## config.mk

```make
export PLATFORM = sky130hd
export DESIGN_NAME = xor_pulse_sched
export DESIGN_NICKNAME = d
export VERILOG_FILES = /design/src/rtl/xor_pulse_sched.sv
export SDC_FILE = /design/constraint.sdc
export NUM_CORES = 1
export LEC_CHECK = 0
export BUFFER_PORTS_ARGS = -buffer_cell sky130_fd_sc_hd__buf_4
export CAP_MARGIN = 20
export CORE_ASPECT_RATIO = 1.5
export CORE_UTILIZATION = 55
export CTS_CLUSTER_DIAMETER = 100
export DETAILED_ROUTE_END_ITERATION = 10
export PLACE_DENSITY = 0.76
export SYNTH_ARGS = -nofsm -noshare
export SYNTH_HDL_FRONTEND = slang
export SYNTH_SLANG_ARGS = --single-unit
```

## constraint.sdc

```tcl
create_clock -name clk -period 2.04 [get_ports clk]
set_input_delay 0.102 -clock clk [delete_from_list [all_inputs] [get_ports clk]]
set_output_delay 0.102 -clock clk [all_outputs]
set_load 0.005 [all_outputs]
```

## src/rtl/xor_pulse_sched.sv

```systemverilog
// xor_pulse_sched: arbitrates pulse requests on the a, b and clk lines of an
// XOR-type storage cell. Guard counters keep each line quiet long enough for
// the cell to settle. A mirror of the cell's stored value and its output
// level is maintained alongside.
module xor_pulse_sched #(
    parameter int T_DC   = 1,
    parameter int T_DD   = 3,
    parameter int T_SAME = 4,
    parameter int T_CD   = 5,
    parameter int CNT_W  = 4
) (
    input  logic       clk,
    input  logic       rst,
    input  logic       req_a,
    input  logic       req_b,
    input  logic       req_clk,
    output logic       gnt_a,
    output logic       gnt_b,
    output logic       gnt_clk,
    output logic       pulse_a,
    output logic       pulse_b,
    output logic       pulse_clk,
    output logic [1:0] cell_state,
    output logic       exp_out,
    output logic       busy
);

    typedef enum logic [1:0] {
        ST_EMPTY = 2'd0,
        ST_A     = 2'd1,
        ST_B     = 2'd2
    } state_t;

    localparam logic [CNT_W-1:0] G_DC   = CNT_W'(T_DC);
    localparam logic [CNT_W-1:0] G_DD   = CNT_W'(T_DD);
    localparam logic [CNT_W-1:0] G_SAME = CNT_W'(T_SAME);
    localparam logic [CNT_W-1:0] G_CD   = CNT_W'(T_CD);
    localparam logic [CNT_W-1:0] G_ONE  = CNT_W'(1);
    localparam logic [CNT_W-1:0] G_ZERO = '0;

    state_t           state_q, state_d;
    logic [CNT_W-1:0] g_a, g_b, g_clk;
    logic [CNT_W-1:0] g_a_d, g_b_d, g_clk_d;
    logic             exp_d;
    logic             rr_b, rr_b_d;
    logic             el_a, el_b, el_clk;
    logic             sel_a, sel_b, sel_clk;

    // A guard load never shortens a wait that is already running.
    function automatic logic [CNT_W-1:0] guard_load(input logic [CNT_W-1:0] cur,
                                                    input logic [CNT_W-1:0] t);
        return (cur > t) ? cur : t;
    endfunction

    // Idle guards count down to zero and then hold.
    function automatic logic [CNT_W-1:0] guard_dec(input logic [CNT_W-1:0] cur);
        return (cur != G_ZERO) ? (cur - G_ONE) : G_ZERO;
    endfunction

    // Pick at most one eligible request: clk wins, then a/b by round robin.
    always_comb begin
        el_a    = req_a   && (g_a   == G_ZERO);
        el_b    = req_b   && (g_b   == G_ZERO);
        el_clk  = req_clk && (g_clk == G_ZERO);
        sel_clk = el_clk;
        sel_a   = !el_clk && el_a && (!el_b || !rr_b);
        sel_b   = !el_clk && el_b && (!el_a || rr_b);
    end

    // Next cell state, output level, guard values and round-robin pointer.
    always_comb begin
        state_d = state_q;
        exp_d   = exp_out;
        rr_b_d  = rr_b;
        g_a_d   = guard_dec(g_a);
        g_b_d   = guard_dec(g_b);
        g_clk_d = guard_dec(g_clk);
        if (sel_clk) begin
            if (state_q == ST_A) begin
                exp_d   = ~exp_out;
                state_d = ST_EMPTY;
                g_b_d   = guard_load(g_b, G_CD);
            end else if (state_q == ST_B) begin
                exp_d   = ~exp_out;
                state_d = ST_EMPTY;
                g_a_d   = guard_load(g_a, G_CD);
            end
        end else if (sel_a) begin
            rr_b_d = 1'b1;
            case (state_q)
                ST_EMPTY: begin
                    state_d = ST_A;
                    g_clk_d = guard_load(g_clk, G_DC);
                end
                ST_A: begin
                    g_b_d   = guard_load(g_b, G_DD);
                    g_clk_d = guard_load(g_clk, G_DC);
                end
                ST_B: begin
                    state_d = ST_EMPTY;
                    g_a_d   = guard_load(g_a, G_SAME);
                end
                default: state_d = ST_EMPTY;
            endcase
        end else if (sel_b) begin
            rr_b_d = 1'b0;
            case (state_q)
                ST_EMPTY: begin
                    state_d = ST_B;
                    g_clk_d = guard_load(g_clk, G_DC);
                end
                ST_B: begin
                    g_a_d   = guard_load(g_a, G_DD);
                    g_clk_d = guard_load(g_clk, G_DC);
                end
                ST_A: begin
                    state_d = ST_EMPTY;
                    g_b_d   = guard_load(g_b, G_SAME);
                end
                default: state_d = ST_EMPTY;
            endcase
        end
    end

    // Register the grant decision together with its state and pulse effects.
    always_ff @(posedge clk) begin
        if (rst) begin
            state_q   <= ST_EMPTY;
            exp_out   <= 1'b0;
            rr_b      <= 1'b0;
            g_a       <= G_ZERO;
            g_b       <= G_ZERO;
            g_clk     <= G_ZERO;
            gnt_a     <= 1'b0;
            gnt_b     <= 1'b0;
            gnt_clk   <= 1'b0;
            pulse_a   <= 1'b0;
            pulse_b   <= 1'b0;
            pulse_clk <= 1'b0;
        end else begin
            state_q   <= state_d;
            exp_out   <= exp_d;
            rr_b      <= rr_b_d;
            g_a       <= g_a_d;
            g_b       <= g_b_d;
            g_clk     <= g_clk_d;
            gnt_a     <= sel_a;
            gnt_b     <= sel_b;
            gnt_clk   <= sel_clk;
            pulse_a   <= pulse_a ^ sel_a;
            pulse_b   <= pulse_b ^ sel_b;
            pulse_clk <= pulse_clk ^ sel_clk;
        end
    end

    assign cell_state = state_q;
    assign busy = (g_a != G_ZERO) || (g_b != G_ZERO) || (g_clk != G_ZERO)
                  || (state_q != ST_EMPTY);

endmodule

```

==> results of run 1 <==
sequential cells by signal, summed over array words and instances, names as in the netlist, 2 cells and up:
signal and flops:
cell_state 2, g_clk 4, g_b 4, g_a 4
kinds of logic after synthesis:
logic type               count (synthesis)  share of synthesized area
AND/OR/NAND/NOR                         68                     0.2805
XOR/XNOR                                 4                    0.02776
multiplexers                             5                    0.03964
adder cells (fa/ha/maj)                  3                    0.02974
buffers and inverters                   12                    0.03964
flip-flops                              22                     0.3489
AO/OA/AOI/OAI                           41                     0.2339
worst min path at each step:
stage               from        end  slack [ns]  depth (start not counted)
floorplan            rst     g_b[2]        0.25                          2
global placement     rst      gnt_a        0.41                          2
detailed placement   rst  pulse_clk        0.42                          2
CTS                  rst  pulse_clk        0.07                          2
global route         rst       rr_b        0.08                          2
finish               rst  pulse_clk        0.07                          2
synth_stat cells, types with 2 or more instances:
cell,number
o21a_1,3
a31oi_1,4
o31ai_1,2
inv_1,8
a21o_1,2
or3_1,2
o211ai_1,2
or2_2,5
nand2b_1,3
dfxtp_1,22
and2_1,4
nor3_1,2
nor2_1,16
ha_1,3
xor2_1,3
o221a_2,2
nand3_1,8
nand3b_1,3
nor4_1,4
nand2_1,15
a21oi_1,9
mux2i_1,5
o21ai_0,7
clkbuf_1,2
stage by stage:
step,std cells,worst slack [ns],utilization,hold WS (ns),cell area [um2]
after floorplan,155,0.2331,-,0.2520,1262
after global placement,194,0.2192,0.6792,0.4067,1428
after detailed placement,194,0.1388,0.6792,0.4166,1428
after CTS,198,0.1181,0.7042,0.07294,1480
after global routing,198,0.02000,0.7042,0.07835,1480
final,198,0.1012,0.7042,0.07054,1480
worst register-to-register path, delay by kind of cell (launching register included):
kind	cells	cell delay [ns]
flip-flops	1	0.38
AO/OA/AOI/OAI	2	0.39
AND/OR/NAND/NOR	3	1.08
routing by layer:
layer | vias up | share of wire
li1 | 604 | -
met1 | 576 | 0.42
met2 | 30 | 0.53
met3 | 7 | 0.031
met4 | 0 | 0.020
met5 | - | 0
power groups by stage:
stage	Combinational, mW	Clock (mW)	Sequential (mW)
CTS	0.579	0.340	0.534
global placement	0.564	0	0.541
floorplan	0.373	0	0.538
finish	0.584	0.337	0.534
detailed placement	0.573	0	0.544
global route	0.636	0.352	0.542
final cells by class:
cell class,instances,area [um2],share of cell area
inverters,8,30.03,0.02029
well taps,22,27.53,0.01860
flip-flops and latches,22,440.4,0.2975
clock inverters,1,30.03,0.02029
repair buffers,21,157.7,0.1065
clock buffers,3,22.52,0.01522
multi-input cells,121,772.0,0.5216
==> reports/results.tsv, run 1 <==
metric	value	unit
Hold Path Class	primary input to flip-flop	
GPL Wtd Cong	0.9228	
clock latency on the worst-skew pair	0.32	ns
vias in the first global route	1140	
CP max-delay cell	or4_4	
Worst-Margin Slew	0.3630	ns
number of vias in the routed layout	1217	
Final HPWL DP	2235	um
routed wire length	2937	um
Slew headroom	0.7557	
Clock Skew	0.002108	ns
number of remaining DRC errors	0	
Max-cap violations	0	
RSZ-0062 raised after global routing	no	
Pint	0.9661	mW
# fillers	185	
Row Count	20	
Synth Cell Area	1262	um2
fmax	0.5158	GHz
number of buffers created by CTS	3	
core region area	2102	um2
Comb pwr share	0.401	
maximum VDD drop	852.3	uV
top post-synthesis cells by area	dfxtp_1 (35%), nor2_1 (4.8%), nand2_1 (4.5%), mux2i_1 (4.0%), a21oi_1 (3.6%)	
crit path time final	1.939	ns
busiest grt layer	met2	
largest net degree at the start of global routing	17	
TritonRoute pass-1 iters	4	
Total Routing Usage GR	0.2740	
Synthesized Nets	163	
die area	2495	um2
R2R setup slack	0.10	ns
Yosys top cell area share	0.3489	
CTS tree	yes	
switching power	0.4890	mW
Netlist cell types	43	
crit-path max FO	6	
Req. time, crit path	2.26	ns
max incr delay on CP	0.58	ns
Clk pwr share	0.232	
Layout area overhead	17.24	%
first-pass GRT wire length	4816	um
initial drt markers	35	
Overflow after GRT	0	
Synth area leader	dfxtp_1	
Synth Warn #	0	
Post-CTS Resized	0	
sequential cell area fraction in the yosys report	0.3489	
met1 Track Usage GR	0.3265	
Switching Fraction	0.3361	
EDFF count, synth	0	
commonest non-fill, non-tap cell in the layout	dfxtp_1	
Die Height	60.68	um
Critical Path Stages	5	
R2R depth	5	
Async SR Flop Fraction	0	
Seq pwr share	0.367	
Avg Synthesized Cell Area	8.145	um2
Worst Path Buf+Inv	0	
PwrDens	983.1	nW/um2
#FFs+latches synth	22	
Worst Path Arrival	2.16	ns
H-Tree Depth	1	
CTS Hold Buffers Added	0	
crit path from	g_clk[1]	
fin crit share	0.9504	
FF-to-FF End	g_a[0]	
GR Layer Usage met2	0.4754	
Final setup violation count	0	
critical path class	flip-flop to flip-flop	
Worst-path clk slew	0.12	ns
initial antenna violation count	0	
wire per inst	14.83	um
die width	41.12	um
Final TNS setup	0	ns
# Post-CTS Setup Buffers	0	
Initial Util	0.6006	
CTS Sinks	22	
Setup crit end	g_a[0]	
Nets	185	
Final Hold Fails	0	
crit end category	flip-flop	
Avg Vias per Cell	6.146	
leak pwr	0.6130	nW
maximum root-to-sink buffer count	2	
Routed Antenna Nets	0	
layout cells sized above 1	0.2159	
status	completed	
critical path's top delay family	simple AND/OR/NAND/NOR gates	
CP Launch Type	flip-flop	
Critical R2R Launch	g_clk[1]	
M3 GR Usage	0.02198	
most frequent cells in the layout	dfxtp_1 (22), buf_4 (21), nor2_1 (16), nand2_1 (15), a21oi_1 (9)	
IO buf count	14	
fin. max-slew vios	0	
Most used DFF post-synth	dfxtp_1	
synthesized instance count	155	
I/O pin count	15	
Antenna Cells	0	
crit path cell chain	or4_4 > nor4_1 > a31oi_1 > nand2b_1 > o221a_2	
CTS root buffer	clkbuf_4	
total chip power	1.455	mW
(Power assumes the default switching activity.)
==> inputs of run 2 (changes only) <==
--- a/config.mk
+++ b/config.mk
@@ -11,6 +11,7 @@
 export CORE_UTILIZATION = 55
 export CTS_CLUSTER_DIAMETER = 100
 export DETAILED_ROUTE_END_ITERATION = 10
+export MAX_ROUTING_LAYER = met4
 export PLACE_DENSITY = 0.76
 export SYNTH_ARGS = -nofsm -noshare
 export SYNTH_HDL_FRONTEND = slang
==> reports/results.tsv, run 2 (synthesis results as in run 1) <==
metric	value	unit	change
fin cells	198		unchanged
Worst Path Buf+Inv	0		unchanged
I/O pin count	15		unchanged
fmax	0.5163	GHz	about the same
RSZ-0062 raised after global routing	no		
Comb pwr share	0.401		about the same
Worst Path Arrival	2.16	ns	about the same
# fillers	185		unchanged
Post-CTS Resized	0		unchanged
fin. max-slew vios	0		unchanged
TritonRoute pass-1 iters	4		unchanged
commonest non-fill, non-tap cell in the layout	dfxtp_1		
total chip power	1.455	mW	about the same
Overflow after GRT	0		unchanged
die area	2495	um2	unchanged
Final HPWL DP	2235	um	unchanged
routed wire length	2931	um	-0.20%
number of remaining DRC errors	0		unchanged
most frequent cells in the layout	dfxtp_1 (22), buf_4 (21), nor2_1 (16), nand2_1 (15), a21oi_1 (9)		
Final setup violation count	0		unchanged
Hold Path Class	primary input to flip-flop		
CTS Hold Buffers Added	0		unchanged
Row Count	20		unchanged
largest registers	g_a: 4 flops, g_b: 4 flops, g_clk: 4 flops		
Routed Antenna Nets	0		unchanged
maximum VDD drop	853.4	uV	+0.13%
crit end category	flip-flop		
CP Launch Type	flip-flop		
crit path time final	1.937	ns	-0.001934 ns
CTS Sinks	22		unchanged
crit path cell chain	or4_4 > nor4_1 > a31oi_1 > nand2b_1 > o221a_2		
first-pass GRT wire length	4816	um	unchanged
largest net degree at the start of global routing	17		unchanged
IO buf count	14		unchanged
CTS root buffer	clkbuf_4		
Pint	0.9662	mW	about the same
vias in the first global route	1140		unchanged
Max-cap violations	0		unchanged
number of vias in the routed layout	1200		-1.4%
Seq pwr share	0.367		about the same
maximum root-to-sink buffer count	2		unchanged
Req. time, crit path	2.27	ns	about the same
Initial Util	0.6006		unchanged
die width	41.12	um	unchanged
Worst-Margin Slew	0.3624	ns	-0.0006319 ns
CP max-delay cell	or4_4		
CTS tree	yes		
critical path class	flip-flop to flip-flop		
wire per inst	14.80	um	-0.20%
Nets	185		unchanged
max incr delay on CP	0.58	ns	about the same
Switching Fraction	0.3360		about the same
status	completed		
PwrDens	983.1	nW/um2	about the same
layout cells sized above 1	0.2159		unchanged
Total Routing Usage GR	0.2820		+0.007965
Slew headroom	0.7562		about the same
Die Height	60.68	um	unchanged
initial antenna violation count	0		unchanged
switching power	0.4889	mW	about the same
# Post-CTS Setup Buffers	0		unchanged
GPL Wtd Cong	0.9390		+1.8%
Layout area overhead	17.24	%	unchanged
fin crit share	0.9494		about the same
Final Hold Fails	0		unchanged
crit-path max FO	6		unchanged
Antenna Cells	0		unchanged
Avg Vias per Cell	6.061		-1.4%
initial drt markers	37		+5.7%
Core Util, Final	0.7042		unchanged
core region area	2102	um2	unchanged
Post-Place Cells	194		unchanged
critical path's top delay family	simple AND/OR/NAND/NOR gates		
Final TNS setup	0	ns	unchanged
Clk pwr share	0.232		about the same
H-Tree Depth	1		unchanged
Worst-path clk slew	0.12	ns	about the same
clock latency on the worst-skew pair	0.32	ns	about the same
leak pwr	0.6130	nW	unchanged
number of buffers created by CTS	3		unchanged
Clock Skew	0.002237	ns	+0.0001289 ns
-- run 2: area by class of cell --
type                    instances  area, um2  area share
multi-input cells             121      772.0      0.5216
flip-flops and latches         22      440.4      0.2975
repair buffers                 21      157.7      0.1065
clock inverters                 1      30.03     0.02029
inverters                       8      30.03     0.02029
well taps                      22      27.53     0.01860
clock buffers                   3      22.52     0.01522
-- run 2: worst register-to-register path, stage by stage (launching register included) --
cell and delay, ns:
dfxtp_1 0.38, or4_4 0.58, nor4_1 0.28, a31oi_1 0.11, nand2b_1 0.22, o221a_2 0.28
-- run 2: through the flow --
stage,hold WS [ns],setup slack [ns],instance area [um2]
final,0.07126,0.1031,1480
after global placement,0.4067,0.2192,1428
after CTS,0.07294,0.1181,1480
after detailed placement,0.4166,0.1388,1428
after global routing,0.07835,0.02000,1480
after floorplan,0.2520,0.2331,1262
-- run 2: path summary, 6_finish.rpt --
path / start / to / depth (start not counted) / slack [ns]
max: g_clk[1] / g_a[0] / 5 / 0.10
min: rst / pulse_clk / 2 / 0.07
max reg2reg: g_clk[1] / g_a[0] / 5 / 0.10
min reg2reg: g_a[3] / g_a[3] / 2 / 0.50
-- run 2: power groups by stage --
stage          registers, mW  logic, mW  clock network, mW
6_report               0.534      0.583              0.338
5_1_grt                0.542      0.636              0.352
4_1_cts                0.534      0.579              0.340
3_5_place_dp           0.544      0.573                  0
3_3_place_gp           0.541      0.564                  0
2_1_floorplan          0.538      0.373                  0
-- run 2: metal layers --
metal	vias to the layer above	global-route usage	share of wire	routed length, um
met5	-	-	0	0
li1	604	-	-	-
met2	32	0.4754	0.53	1552
met3	7	0.02198	0.041	120
met4	0	0.1198	0.018	52
met1	557	0.3265	0.41	1206
==> inputs of run 3 (changes only) <==
--- a/config.mk
+++ b/config.mk
@@ -5,6 +5,7 @@
 export SDC_FILE = /design/constraint.sdc
 export NUM_CORES = 1
 export LEC_CHECK = 0
+export ABC_AREA = 1
 export BUFFER_PORTS_ARGS = -buffer_cell sky130_fd_sc_hd__buf_4
 export CAP_MARGIN = 20
 export CORE_ASPECT_RATIO = 1.5
@@ -12,7 +13,7 @@
 export CTS_CLUSTER_DIAMETER = 100
 export DETAILED_ROUTE_END_ITERATION = 10
 export MAX_ROUTING_LAYER = met4
-export PLACE_DENSITY = 0.76
+export PLACE_DENSITY = 0.75
 export SYNTH_ARGS = -nofsm -noshare
 export SYNTH_HDL_FRONTEND = slang
 export SYNTH_SLANG_ARGS = --single-unit
==> reports/results.tsv, run 3 <==
metric	value	unit	change
Post-CTS Resized	0		unchanged
TritonRoute pass-1 iters	4		unchanged
Worst-path clk slew	0.13	ns	about the same
PwrDens	1523	nW/um2	+55%
vias in the first global route	1355		+19%
M3 GR Usage	0.02747		+0.005495
most frequent cells in the layout	nand2_1 (61), inv_1 (29), dfxtp_1 (22), nor2_1 (21), nand3_1 (16)		
IO buf count	14		unchanged
Synth Cell Area	1463	um2	+16%
synthesized instance count	214		+38%
Nets	239		+29%
maximum VDD drop	777.1	uV	-8.9%
crit end category	flip-flop		
clock latency on the worst-skew pair	0.31	ns	about the same
Post-Place Cells	250		+29%
Final setup violation count	0		unchanged
EDFF count, synth	0		unchanged
Die Height	65.16	um	+7.4%
hold slack	0.04286	ns	-0.02840 ns
initial antenna violation count	0		unchanged
Overflow after GRT	0		unchanged
CTS root buffer	clkbuf_4		
Most used DFF post-synth	dfxtp_1		
number of remaining DRC errors	0		unchanged
Avg Synthesized Cell Area	6.835	um2	-16%
fmax	0.6182	GHz	+20%
met1 Track Usage GR	0.2419		-0.08463
sequential cell area fraction in the yosys report	0.3011		-0.04775
Avg Vias per Cell	5.398		-11%
first-pass GRT wire length	5278	um	+9.6%
Layout area overhead	11.63	%	
top post-synthesis cells by area	dfxtp_1 (30%), nand2_1 (16%), inv_1 (7.4%), nor2_4 (6.2%), nand3_1 (5.5%)		
Yosys top cell area share	0.3011		-0.04775
crit path time final	1.618	ns	-0.3192 ns
Max-cap violations	0		unchanged
Netlist cell types	25		-42%
leak pwr	0.8077	nW	+32%
RSZ-0062 raised after global routing	no		
Final Hold Fails	0		unchanged
Async SR Flop Fraction	0		unchanged
critical path class	flip-flop to flip-flop		
GR Layer Usage met2	0.4393		-0.03611
status	completed		
Final TNS setup	0	ns	unchanged
Synthesized Nets	222		+36%
Total Routing Usage GR	0.2427		-0.03924
Hold Path Class	primary input to flip-flop		
Row Count	22		+10%
Final HPWL DP	2455	um	+9.8%
fin cells	254		+28%
H-Tree Depth	1		unchanged
placed cell areas	1580	um2	+11%
core region area	2477	um2	+18%
number of buffers created by CTS	3		unchanged
CP Launch Type	flip-flop		
initial drt markers	33		-11%
# Post-CTS Setup Buffers	0		unchanged
commonest non-fill, non-tap cell in the layout	nand2_1		
fin. max-slew vios	0		unchanged
die area	2874	um2	+15%
Worst Path Arrival	1.87	ns	-0.29 ns
largest registers	g_a: 4 flops, g_b: 4 flops, g_clk: 4 flops		
die width	44.11	um	+7.3%
layout cells sized above 1	0.2000		-0.01591
CTS tree	yes		
R2R setup slack	0.42	ns	+0.32 ns
largest net degree at the start of global routing	14		-3
Post-synth top cells	nand2_1 (61), inv_1 (29), dfxtp_1 (22)		
#FFs+latches synth	22		unchanged
I/O pin count	15		unchanged
Initial Util	0.5904		-0.01019
design area	1633	um2	+10%
Antenna Cells	0		unchanged
Slew headroom	0.7560		about the same
CTS Sinks	22		unchanged
Synth area leader	dfxtp_1		
routed wire length	3129	um	+6.8%
busiest grt layer	met2		
most common cell in the netlist	nand2_1		
# fillers	229		+24%
Req. time, crit path	2.29	ns	+0.02 ns
maximum root-to-sink buffer count	2		unchanged
wire per inst	12.32	um	-17%
crit-path max FO	6		unchanged
Routed Antenna Nets	0		unchanged
number of vias in the routed layout	1371		+14%
CTS Hold Buffers Added	0		unchanged
fin crit share	0.7930		-0.1565
Synth Warn #	0		unchanged
GPL Wtd Cong	0.9031		-3.8%
Worst-Margin Slew	0.3621	ns	-0.0003152 ns
Clock Skew	0.001568	ns	-0.0006682 ns
run 3: cell types whose count changed in the layout (fill, tap and decap cells not counted), moves of 5 or more:
cell	before	now
nor2_1	16	21
mux2i_1	5	0
or2_2	5	0
nand2_1	15	61
inv_1	8	29
nand3_1	8	16
buf_4	21	14
nor2_4	0	8
run 3: critical path: stages, from the launching register on:
cell and delay [ns]:
dfxtp_1 0.41, inv_1 0.08, ha_1 0.28, inv_1 0.16, nand2_4 0.08, inv_1 0.08, nand2_1 0.06, nand2_1 0.09
inv_2 0.05, nand2_2 0.07, nand3_1 0.08, o21ai_1 0.11
run 3: cells by family (layout without fill, tap and decap cells):
kind of cell | after synthesis | count (layout) | share of synthesized area
AOI/OAI and AO/OA | 26 | 26 | 0.09581
xor gates and xnor gates | 3 | 3 | 0.01797
adders and majority gates | 3 | 3 | 0.02567
buffers and inverters | 35 | 51 | 0.09665
DFF | 22 | 22 | 0.3011
and+or+nand+nor | 125 | 125 | 0.4628
run 3: final cells by class:
cell class	instances	area [um2]	share of cell area
clock inverters	1	30.03	0.01839
multi-input cells	157	880.8	0.5395
clock buffers	3	22.52	0.01379
repair buffers	14	105.1	0.06437
inverters	33	123.9	0.07586
well taps	24	30.03	0.01839
flip-flops and latches	22	440.4	0.2697
run 3: report_power, final:
| group | switching (mW) | total, mW | internal (mW) | leakage, nW |
|---|---|---|---|---|
| clock | 0.142 | 0.341 | 0.199 | 0.0279 |
| combinational | 0.897 | 1.45 | 0.551 | 0.600 |
| sequential | 0.137 | 0.697 | 0.560 | 0.180 |
run 3: metal layers:
metal	up-vias	wire, um
met3	14	77
met5	-	0
met1	621	1304
met4	0	114
met2	32	1631
li1	704	-
run 3: worst paths after layout:
| check | from | end | cells past startpoint |
|---|---|---|---|
| worst max-delay path | cell_state[1] | cell_state[1] | 11 |
| worst min-delay path | rst | rr_b | 2 |
| worst max register to register | cell_state[1] | cell_state[1] | 11 |
| worst min register to register | pulse_clk | pulse_clk | 1 |
run 3: metrics by stage:
stage               setup slack (ns)  utilization  total power [mW]
detailed placement            0.4746       0.6379             2.136
global route                  0.3312       0.6591             2.684
CTS                           0.4484       0.6591             2.487
floorplan                     0.6623            -             1.766
global placement              0.5553       0.6379             2.092
finish                        0.4223       0.6591             2.486
